<file path="config.mk">
export PLATFORM = sky130hd
export DESIGN_NAME = touch_gesture_ctrl
export DESIGN_NICKNAME = d
export VERILOG_FILES = /design/src/rtl/touch_pkg.sv /design/src/rtl/touch_debounce.sv /design/src/rtl/touch_gesture_ctrl.sv
export SDC_FILE = /design/constraint.sdc
export NUM_CORES = 1
export LEC_CHECK = 0
export BUFFER_PORTS_ARGS = -buffer_cell sky130_fd_sc_hd__buf_2
export CELL_PAD_IN_SITES_DETAIL_PLACEMENT = 0
export CELL_PAD_IN_SITES_GLOBAL_PLACEMENT = 1
export CORE_UTILIZATION = 45
export CTS_BUF_LIST = sky130_fd_sc_hd__clkbuf_16
export DETAILED_ROUTE_END_ITERATION = 10
export PLACE_DENSITY_LB_ADDON = 0.2
export SLEW_MARGIN = 0
export SYNTH_ARGS = -nofsm -noshare
export SYNTH_HDL_FRONTEND = slang
export SYNTH_SLANG_ARGS = --single-unit
</file>
<file path="constraint.sdc">
create_clock -name sys_clk -period 2.7 [get_ports sys_clk]
set_clock_uncertainty 0.05 [all_clocks]
set_input_delay 0 -clock sys_clk [delete_from_list [all_inputs] [get_ports sys_clk]]
set_output_delay 0 -clock sys_clk [all_outputs]
set_load 0.01 [all_outputs]
</file>
<file path="src/rtl/touch_pkg.sv">
// Shared encodings for the touch gesture controller: LED mode and gesture FSM states.
package touch_pkg;

  typedef enum logic [1:0] {
    MODE_OFF   = 2'd0,
    MODE_ON    = 2'd1,
    MODE_BLINK = 2'd2
  } mode_t;

  typedef enum logic [2:0] {
    ST_IDLE   = 3'd0,
    ST_PRESS1 = 3'd1,
    ST_WAIT2  = 3'd2,
    ST_PRESS2 = 3'd3,
    ST_HELD   = 3'd4
  } state_t;

  function automatic int max2(input int a, input int b);
    return (a > b) ? a : b;
  endfunction

endpackage

</file>
<file path="src/rtl/touch_debounce.sv">
// Two-flop synchronizer for the touch pad followed by a consecutive-cycle debouncer.
module touch_debounce #(
  parameter int DEBOUNCE_CYC = 500000
) (
  input  logic sys_clk,
  input  logic sys_rst,
  input  logic touch_key,
  output logic deb
);

  localparam int CNT_W = $clog2(DEBOUNCE_CYC) + 1;
  localparam logic [CNT_W-1:0] CNT_TC = CNT_W'(DEBOUNCE_CYC - 1);

  logic             sync1;
  logic             sync2;
  logic [CNT_W-1:0] cnt;

  // Any cycle where the synchronized level agrees with deb restarts the run.
  always_ff @(posedge sys_clk) begin
    if (sys_rst) begin
      sync1 <= 1'b0;
      sync2 <= 1'b0;
      deb   <= 1'b0;
      cnt   <= '0;
    end else begin
      sync1 <= touch_key;
      sync2 <= sync1;
      if (sync2 == deb) begin
        cnt <= '0;
      end else if (cnt >= CNT_TC) begin
        deb <= sync2;
        cnt <= '0;
      end else begin
        cnt <= cnt + CNT_W'(1);
      end
    end
  end

endmodule

</file>
<file path="src/rtl/touch_gesture_ctrl.sv">
// Touch gesture controller: classifies debounced presses into tap / double tap / long press
// and drives an LED through OFF, ON and BLINK modes.
//
// state  | meaning
// IDLE   | waiting for a press
// PRESS1 | first press held, timing toward long press
// WAIT2  | released, timing the gap for a second press
// PRESS2 | second press held, timing toward long press
// HELD   | long press already reported, waiting for release
module touch_gesture_ctrl
  import touch_pkg::*;
#(
  parameter int DEBOUNCE_CYC = 500000,
  parameter int LONG_CYC     = 50000000,
  parameter int DTAP_CYC     = 15000000,
  parameter int BLINK_CYC    = 12500000
) (
  input  logic       sys_clk,
  input  logic       sys_rst,
  input  logic       touch_key,
  output logic       led_out,
  output logic [1:0] mode,
  output logic       tap_pulse,
  output logic       dtap_pulse,
  output logic       long_pulse
);

  localparam int HOLD_MAX = max2(LONG_CYC, DTAP_CYC);
  localparam int HOLD_W   = $clog2(HOLD_MAX) + 1;
  localparam int BLINK_W  = $clog2(BLINK_CYC) + 1;

  localparam logic [HOLD_W-1:0]  LONG_TC  = HOLD_W'(LONG_CYC - 1);
  localparam logic [HOLD_W-1:0]  DTAP_TC  = HOLD_W'(DTAP_CYC - 1);
  localparam logic [HOLD_W-1:0]  HOLD_SAT = HOLD_W'(HOLD_MAX);
  localparam logic [BLINK_W-1:0] BLINK_TC = BLINK_W'(BLINK_CYC - 1);

  logic               deb;
  state_t             state;
  state_t             state_nxt;
  logic [HOLD_W-1:0]  hold_cnt;
  mode_t              mode_q;
  mode_t              mode_nxt;
  logic               blink_led;
  logic [BLINK_W-1:0] blink_cnt;
  logic               tap_set;
  logic               dtap_set;
  logic               long_set;

  touch_debounce #(
    .DEBOUNCE_CYC(DEBOUNCE_CYC)
  ) u_deb (
    .sys_clk  (sys_clk),
    .sys_rst  (sys_rst),
    .touch_key(touch_key),
    .deb      (deb)
  );

  // Timer thresholds are tested before deb so a coincident edge is seen in the next state.
  always_comb begin
    state_nxt = state;
    tap_set   = 1'b0;
    dtap_set  = 1'b0;
    long_set  = 1'b0;
    case (state)
      ST_IDLE: begin
        if (deb) state_nxt = ST_PRESS1;
      end
      ST_PRESS1: begin
        if (hold_cnt == LONG_TC) begin
          long_set  = 1'b1;
          state_nxt = ST_HELD;
        end else if (!deb) begin
          state_nxt = ST_WAIT2;
        end
      end
      ST_WAIT2: begin
        if (hold_cnt == DTAP_TC) begin
          tap_set   = 1'b1;
          state_nxt = ST_IDLE;
        end else if (deb) begin
          state_nxt = ST_PRESS2;
        end
      end
      ST_PRESS2: begin
        if (hold_cnt == LONG_TC) begin
          long_set  = 1'b1;
          state_nxt = ST_HELD;
        end else if (!deb) begin
          dtap_set  = 1'b1;
          state_nxt = ST_IDLE;
        end
      end
      ST_HELD: begin
        if (!deb) state_nxt = ST_IDLE;
      end
      default: state_nxt = ST_IDLE;
    endcase
  end

  always_comb begin
    mode_nxt = mode_q;
    if (tap_set) begin
      mode_nxt = (mode_q == MODE_OFF) ? MODE_ON : MODE_OFF;
    end else if (dtap_set) begin
      mode_nxt = MODE_BLINK;
    end else if (long_set) begin
      mode_nxt = MODE_OFF;
    end
  end

  always_ff @(posedge sys_clk) begin
    if (sys_rst) begin
      state      <= ST_IDLE;
      hold_cnt   <= '0;
      mode_q     <= MODE_OFF;
      tap_pulse  <= 1'b0;
      dtap_pulse <= 1'b0;
      long_pulse <= 1'b0;
    end else begin
      state      <= state_nxt;
      mode_q     <= mode_nxt;
      tap_pulse  <= tap_set;
      dtap_pulse <= dtap_set;
      long_pulse <= long_set;
      if (state_nxt != state) begin
        hold_cnt <= '0;
      end else if (hold_cnt != HOLD_SAT) begin
        hold_cnt <= hold_cnt + HOLD_W'(1);
      end
    end
  end

  // Every double tap, including one while already blinking, restarts the phase lit.
  always_ff @(posedge sys_clk) begin
    if (sys_rst) begin
      blink_led <= 1'b0;
      blink_cnt <= '0;
    end else if (dtap_set) begin
      blink_led <= 1'b1;
      blink_cnt <= '0;
    end else if (mode_q == MODE_BLINK) begin
      if (blink_cnt >= BLINK_TC) begin
        blink_led <= ~blink_led;
        blink_cnt <= '0;
      end else begin
        blink_cnt <= blink_cnt + BLINK_W'(1);
      end
    end else begin
      blink_cnt <= '0;
    end
  end

  assign led_out = (mode_q == MODE_ON) || ((mode_q == MODE_BLINK) && blink_led);
  assign mode    = mode_q;

endmodule

</file>
======== Word-level counts from Yosys, hierarchy flattened ========
Index checks and enable logic that the tools add are counted.
storage, ports and cells
  register bits ........................... 84
  memories ................................ 0
  memory bits (writable) .................. 0
  bits in latches ......................... 0
  input bits .............................. 3
  output and inout bits ................... 6
  word-level logic and storage cells ...... 66
  bits in read-only memories .............. 0
operators by class
  $lt $le $gt $ge ......................... 2
  shift-type cells ........................ 0
  muxes and demuxes ....................... 22
  div/mod/pow operators ................... 0
  $mul .................................... 0
  equality and inequality tests ........... 11
  bitwise gates (word level) .............. 3
  reduce and logical (&&, ||, !) cells .... 13
  add/subtract/negate cells ............... 3
operator list
  cell                                                    count
  adder 27 x 1 -> 27 bit (second input constant)          1
  == test 27 x 24 -> 1 bit (second input constant)        1
  == test 27 x 26 -> 1 bit (second input constant)        1
  != test 27 x 26 -> 1 bit (second input constant)        1
  adder 25 x 1 -> 25 bit (second input constant)          1
  >= comparator 25 x 24 -> 1 bit (second input constant)  1
  2-to-1 mux 3 bit                                        7
  adder 20 x 1 -> 20 bit (second input constant)          1
  >= comparator 20 x 19 -> 1 bit (second input constant)  1
  one-hot mux 3 bit (5 select lines)                      1
  2-to-1 mux 1 bit                                        11
  == test 3 x 2 -> 1 bit (second input constant)          2
  2-to-1 mux 2 bit                                        3
  AND reduction 2 bit                                     2
  nonzero test 2 bit                                      2
  OR reduction 2 bit                                      2
  OR reduction 4 bit                                      1
  == test 3 x 1 -> 1 bit (second input constant)          1
  == test 3 bit (second input constant)                   1
  logical NOT 3 bit                                       1
  != test 3 bit                                           1
  inverter 1 bit                                          3
  nonzero test 3 bit                                      1
  OR reduction 3 bit                                      1
  6 further kinds                                         6

======== Depth between registers and ports, before layout ========
  word-level depth ........................ 6
  mapped depth ............................ 8
  gate-level depth less buffers ........... 7

======== Modules after synthesis ========
Synthesis repeated with hierarchy kept, for this count alone.
second synthesis, totals
  cell total of the unflattened synthesis .. 457
  area total of the unflattened synthesis .. 4,130.2 µm²
by module, submodules not included
  module              area each (µm²)  instances  sequential area each (µm²)  cells each
  touch_gesture_ctrl  3,099.2          1          1,221.2                     341
  touch_debounce      1,031.0          1          460.4                       116

======== Worst setup path before layout ========
No wires, ideal clock.
  kind .................................... register -> register
  from .................................... register hold_cnt[10]
  to ...................................... register mode_q[0], in the netlist mode[0]
  setup time .............................. 101 ps
  clock period less this slack ............ 2,425 ps
  arrival ................................. 2,274 ps
  data required time ...................... 2,549 ps
  setup slack ............................. 275 ps
  path buffers ............................ 0
  stages on the path, launching flop included .. 7
  path through ............................ dfxtp_1 -> or4b_1 -> or4_4 -> o31ai_4 -> nor3_1 -> or4_1 -> o41ai_1
on the way
  word-level cells in the longest chain between the ends .. 5
  elaborated cells between the ends (all ways) .. 11
  classes of those cells .................. 2 x eq/ne; 8 x mux; 1 x reduce/logical
RTL lines
  element                   RTL line                                            RTL
  start: declaration        touch_gesture_ctrl.sv:40                            logic [HOLD_W-1:0] hold_cnt;
  start signal: assignment  touch_gesture_ctrl.sv:128                           hold_cnt <= hold_cnt + HOLD_W'(1);
  == test 27 x 26 -> 1 bit  touch_gesture_ctrl.sv:69, touch_gesture_ctrl.sv:85
  2-to-1 mux 1 bit          touch_gesture_ctrl.sv:85                            if (hold_cnt == LONG_TC) begin
  2-to-1 mux 1 bit          touch_gesture_ctrl.sv:64                            case (state)
  2-to-1 mux 2 bit          touch_gesture_ctrl.sv:104                           end else if (dtap_set) begin
  2-to-1 mux 2 bit          touch_gesture_ctrl.sv:102                           if (tap_set) begin
  end signal: assignment    touch_gesture_ctrl.sv:121                           mode_q <= mode_nxt;
  end: declaration          touch_gesture_ctrl.sv:41                            mode_t mode_q;
Parallel ways exist; a longest one is shown, timed or not.
A chain may end at the register's enable or synchronous reset.

======== Final worst setup path ========
Same ends and word-level chain as after synthesis.

==> summary.md <==
| Metric | Value |
|---|---|
| Status | `completed` |
| Comb pwr share | `2.0%` |
| Final Max Slew Viols | `0` |
| Largest net degree at the start of global routing | `25` |
| Clock power share | `49.2%` |
| CP max FO | `5` |
| # port buffers | `8` |
| Endpoints failing setup | `0` |
| Total GRT Usage | `18.4%` |
| Ys Warns | `0` |
| Mean post-synth cell area | `8.68 sq um` |
| WL met3 | `237 um` |
| Critical Path RT | `2.88 ns` |
| TritonCTS clock tree | `done` |
| Slew margin rel. | `46.7%` |
| Std-Cell Rows | `33` |
| Hold Path Class | `reg -> reg` |
| Initial core utilization | `46.5%` |
| Simple-gate share of the synthesized area | `31.7%` |
| Worst skew pair latency | `0.33 ns` |
| Most frequent cells in the layout | `95 x nor2_1, 84 x dfxtp_1, 39 x xor2_1` |
| Cell variety after synth | `49` |
| Multi-input gate area | `0.00206 sq mm` |
| Period Utilization, post-route | `95.8%` |
| Crit path kind | `reg -> reg` |
| Minimum clock period | `2.59 ns` |
| GRT Residual Overflow | `0` |
| Initial antenna violation count | `0` |
| Synth Area in Adders | `1.31%` |
| Die area | `0.00886 sq mm` |
| Pwr per Cell Area | `590 mW/mm^2` |
| CP Capture Type | `flop` |
| Layout net count | `469` |
| Via count | `2985` |
| Compound-Gate Fraction of Synth Area | `5.18%` |
| Mapped Area | `0.00382 sq mm` |
| Switching Power | `508 uW` |
| CTS clock-pin slew for the worst setup and hold paths | `0.06 ns` |
| Vias in the first global route | `2826` |
| Final TNS setup | `0 ns` |
| Reg power frac | `48.8%` |
| Drt via density | `5.22` |
| Antenna-violating nets left | `0` |
| # Post-CTS Setup Buffers | `0` |
| Die width | `94.1 um` |
| Finished Core Util | `53.1%` |
| Storage element area | `0.00168 sq mm` |
| CTS root buffer | `clkbuf_16` |
| Chip height | `94.1 um` |
| # fillers | `802` |
| Share of post-route cells with drive strength above 1 | `8.99%` |
| Area grow syn2layout | `14.3%` |
| TritonCTS buffer count | `9` |
| Ant. Diodes | `0` |
| Final Hold Fails | `0` |
| XOR/XNOR share of the synthesized area | `14.4%` |
| Multiplexer area fraction after synthesis | `0.786%` |
| Detailed-route DRC error count | `0` |
| 1st-iter DRT viols | `62` |
| Pre-Repair DR Iteration Count | `4` |
| Commonest non-fill, non-tap cell in the layout | `nor2_1` |
| Syn Inst Count | `440` |
| RSZ-0062 raised after global routing | `no` |
| Primary FF master, synth | `dfxtp_1` |
| Cell-internal power | `2.07 mW` |
| Net Sw Frac | `19.7%` |
| I/O pin cnt | `9` |
| CTS sink count | `84` |
| Wire length on met2 | `3390 um` |
| Post-synth EDFFs | `0` |
| Largest family of logic cells by synthesized area | `simple AND/OR/NAND/NOR gates` |
| Global-route wire length before repair | `12900 um` |
| Worst EP arrival | `2.77 ns` |
| Clock Tree Buf Depth | `2` |
| Core Area | `0.00822 sq mm` |
| FMAX | `387 MHz` |
| WL/cell | `12.8 um` |
| Max_cap viols | `0` |
| Pleak | `1.47 nW` |
| Max Used Layer | `met4` |
| H-tree levels | `3` |
| Yosys reg bits | `84` |
| Final HPWL DP | `5100 um` |
| GP Congestion | `0.814` |
| Sequential cell area fraction in the yosys report | `44.0%` |
| Ys async rst share | `0%` |
| Peak VDD IR | `0.287 mV` |
| Hold WS | `0.412 ns` |
| Metal-1 WL | `3620 um` |
| Final wirelength | `7300 um` |
| Critical Path Start Type | `flop` |
| Worst-Margin Slew | `0.792 ns` |
==> area by class of cell <==
| cell class | count | share of cell area (%) |
|---|---|---|
| clock inverter | 7 | 1.92 |
| inverter | 10 | 0.860 |
| multi-input combinational | 339 | 47.1 |
| timing repair buffer | 18 | 3.38 |
| sequential | 84 | 38.5 |
| clock buffer | 9 | 5.16 |
| tap | 105 | 3.01 |
==> registers in the layout (all words and copies together), names as in the netlist <==
signal	flops
dtap_pulse	1
u_deb.sync1	1
u_deb.cnt	20
u_deb.sync2	1
mode	2
tap_pulse	1
blink_cnt	25
u_deb.deb	1
hold_cnt	27
blink_led	1
state	3
long_pulse	1
==> final timing paths <==
| kind | slack (ns) | to | startpoint | cells after the start |
|---|---|---|---|---|
| hold / removal | 0.41 | blink_cnt[0] | blink_cnt[0] | 1 |
| setup reg to reg | 0.11 | mode[0] | hold_cnt[10] | 6 |
| hold reg to reg | 0.41 | blink_cnt[0] | blink_cnt[0] | 1 |
| setup / recovery | 0.11 | mode[0] | hold_cnt[10] | 6 |
==> routing by layer <==
metal | GRT usage (%) | vias to the layer above
li1 | - | 1561
met1 | 23.2 | 1386
met2 | 30.0 | 34
met3 | 5.50 | 4
met4 | 5.90 | 0
met5 | 0 | -
==> power groups by stage <==
stage	clock network (mW)	registers (mW)	logic [mW]
floorplan	0	1.28	0.0348
global placement	0	1.28	0.0479
detailed placement	0	1.28	0.0488
CTS	1.30	1.26	0.0522
global route	1.36	1.26	0.0592
finish	1.27	1.26	0.0512
==> critical path: stages, from the launching register on <==
cell	delay, ns
dfxtp_1	0.34
or4b_4	0.55
or4_4	0.57
o31ai_4	0.36
nor3_2	0.08
or4_1	0.47
o41ai_1	0.07
==> synthesized netlist by cell type (2+ instances only) <==
master | instances | area (sq um)
nor2b_1 | 4 | 25.0
nand2_1 | 33 | 124
inv_1 | 10 | 37.5
o31ai_1 | 2 | 15.0
xnor2_1 | 24 | 210
or2_2 | 2 | 12.5
nand4_1 | 15 | 93.8
nor2_1 | 95 | 357
and3_1 | 8 | 50.1
or3_1 | 2 | 12.5
o21ai_0 | 4 | 20.0
nor3_1 | 14 | 70.1
a31oi_1 | 2 | 12.5
or4_1 | 5 | 37.5
nor4_1 | 5 | 31.3
o41ai_1 | 2 | 17.5
dfxtp_1 | 84 | 1680
or3_2 | 2 | 15.0
mux2i_1 | 3 | 30.0
and4_1 | 7 | 61.3
buf_6 | 3 | 33.8
clkbuf_1 | 4 | 15.0
nand3_1 | 28 | 140
nand2b_1 | 3 | 18.8
ha_1 | 4 | 50.1
xor2_1 | 39 | 342
nand4b_1 | 4 | 35.0
a21oi_1 | 11 | 55.1
==> cells by family (layout without fill, tap and decap cells) <==
group           after synthesis  after routing
xor+xnor                     63             63
fa+ha+maj                     4              4
buf+inv                      18             44
flops                        84             84
compound gates               28             28
other cells                   1              2
simple gates                239            239
mux                           3              3
==> repair_timing <==
item / in CTS / in global routing
resized for setup: 0 / 2
setup endpoints to repair: 0 / 1
hold buffers: 3 / 0
endpoints found under the hold margin: 6 / 0
==> per-stage QoR <==
stage | area [sq um] | power [mW] | cells | setup WS [ns]
after global placement | 4020 | 1.33 | 553 | 0.204
after detailed placement | 4020 | 1.33 | 553 | 0.134
after floorplan | 3820 | 1.32 | 441 | 0.275
after CTS | 4360 | 2.61 | 572 | 0.124
final | 4370 | 2.58 | 572 | 0.113
after global routing | 4370 | 2.68 | 572 | 0.0142
Note: power is estimated with default switching activity, not from simulation.
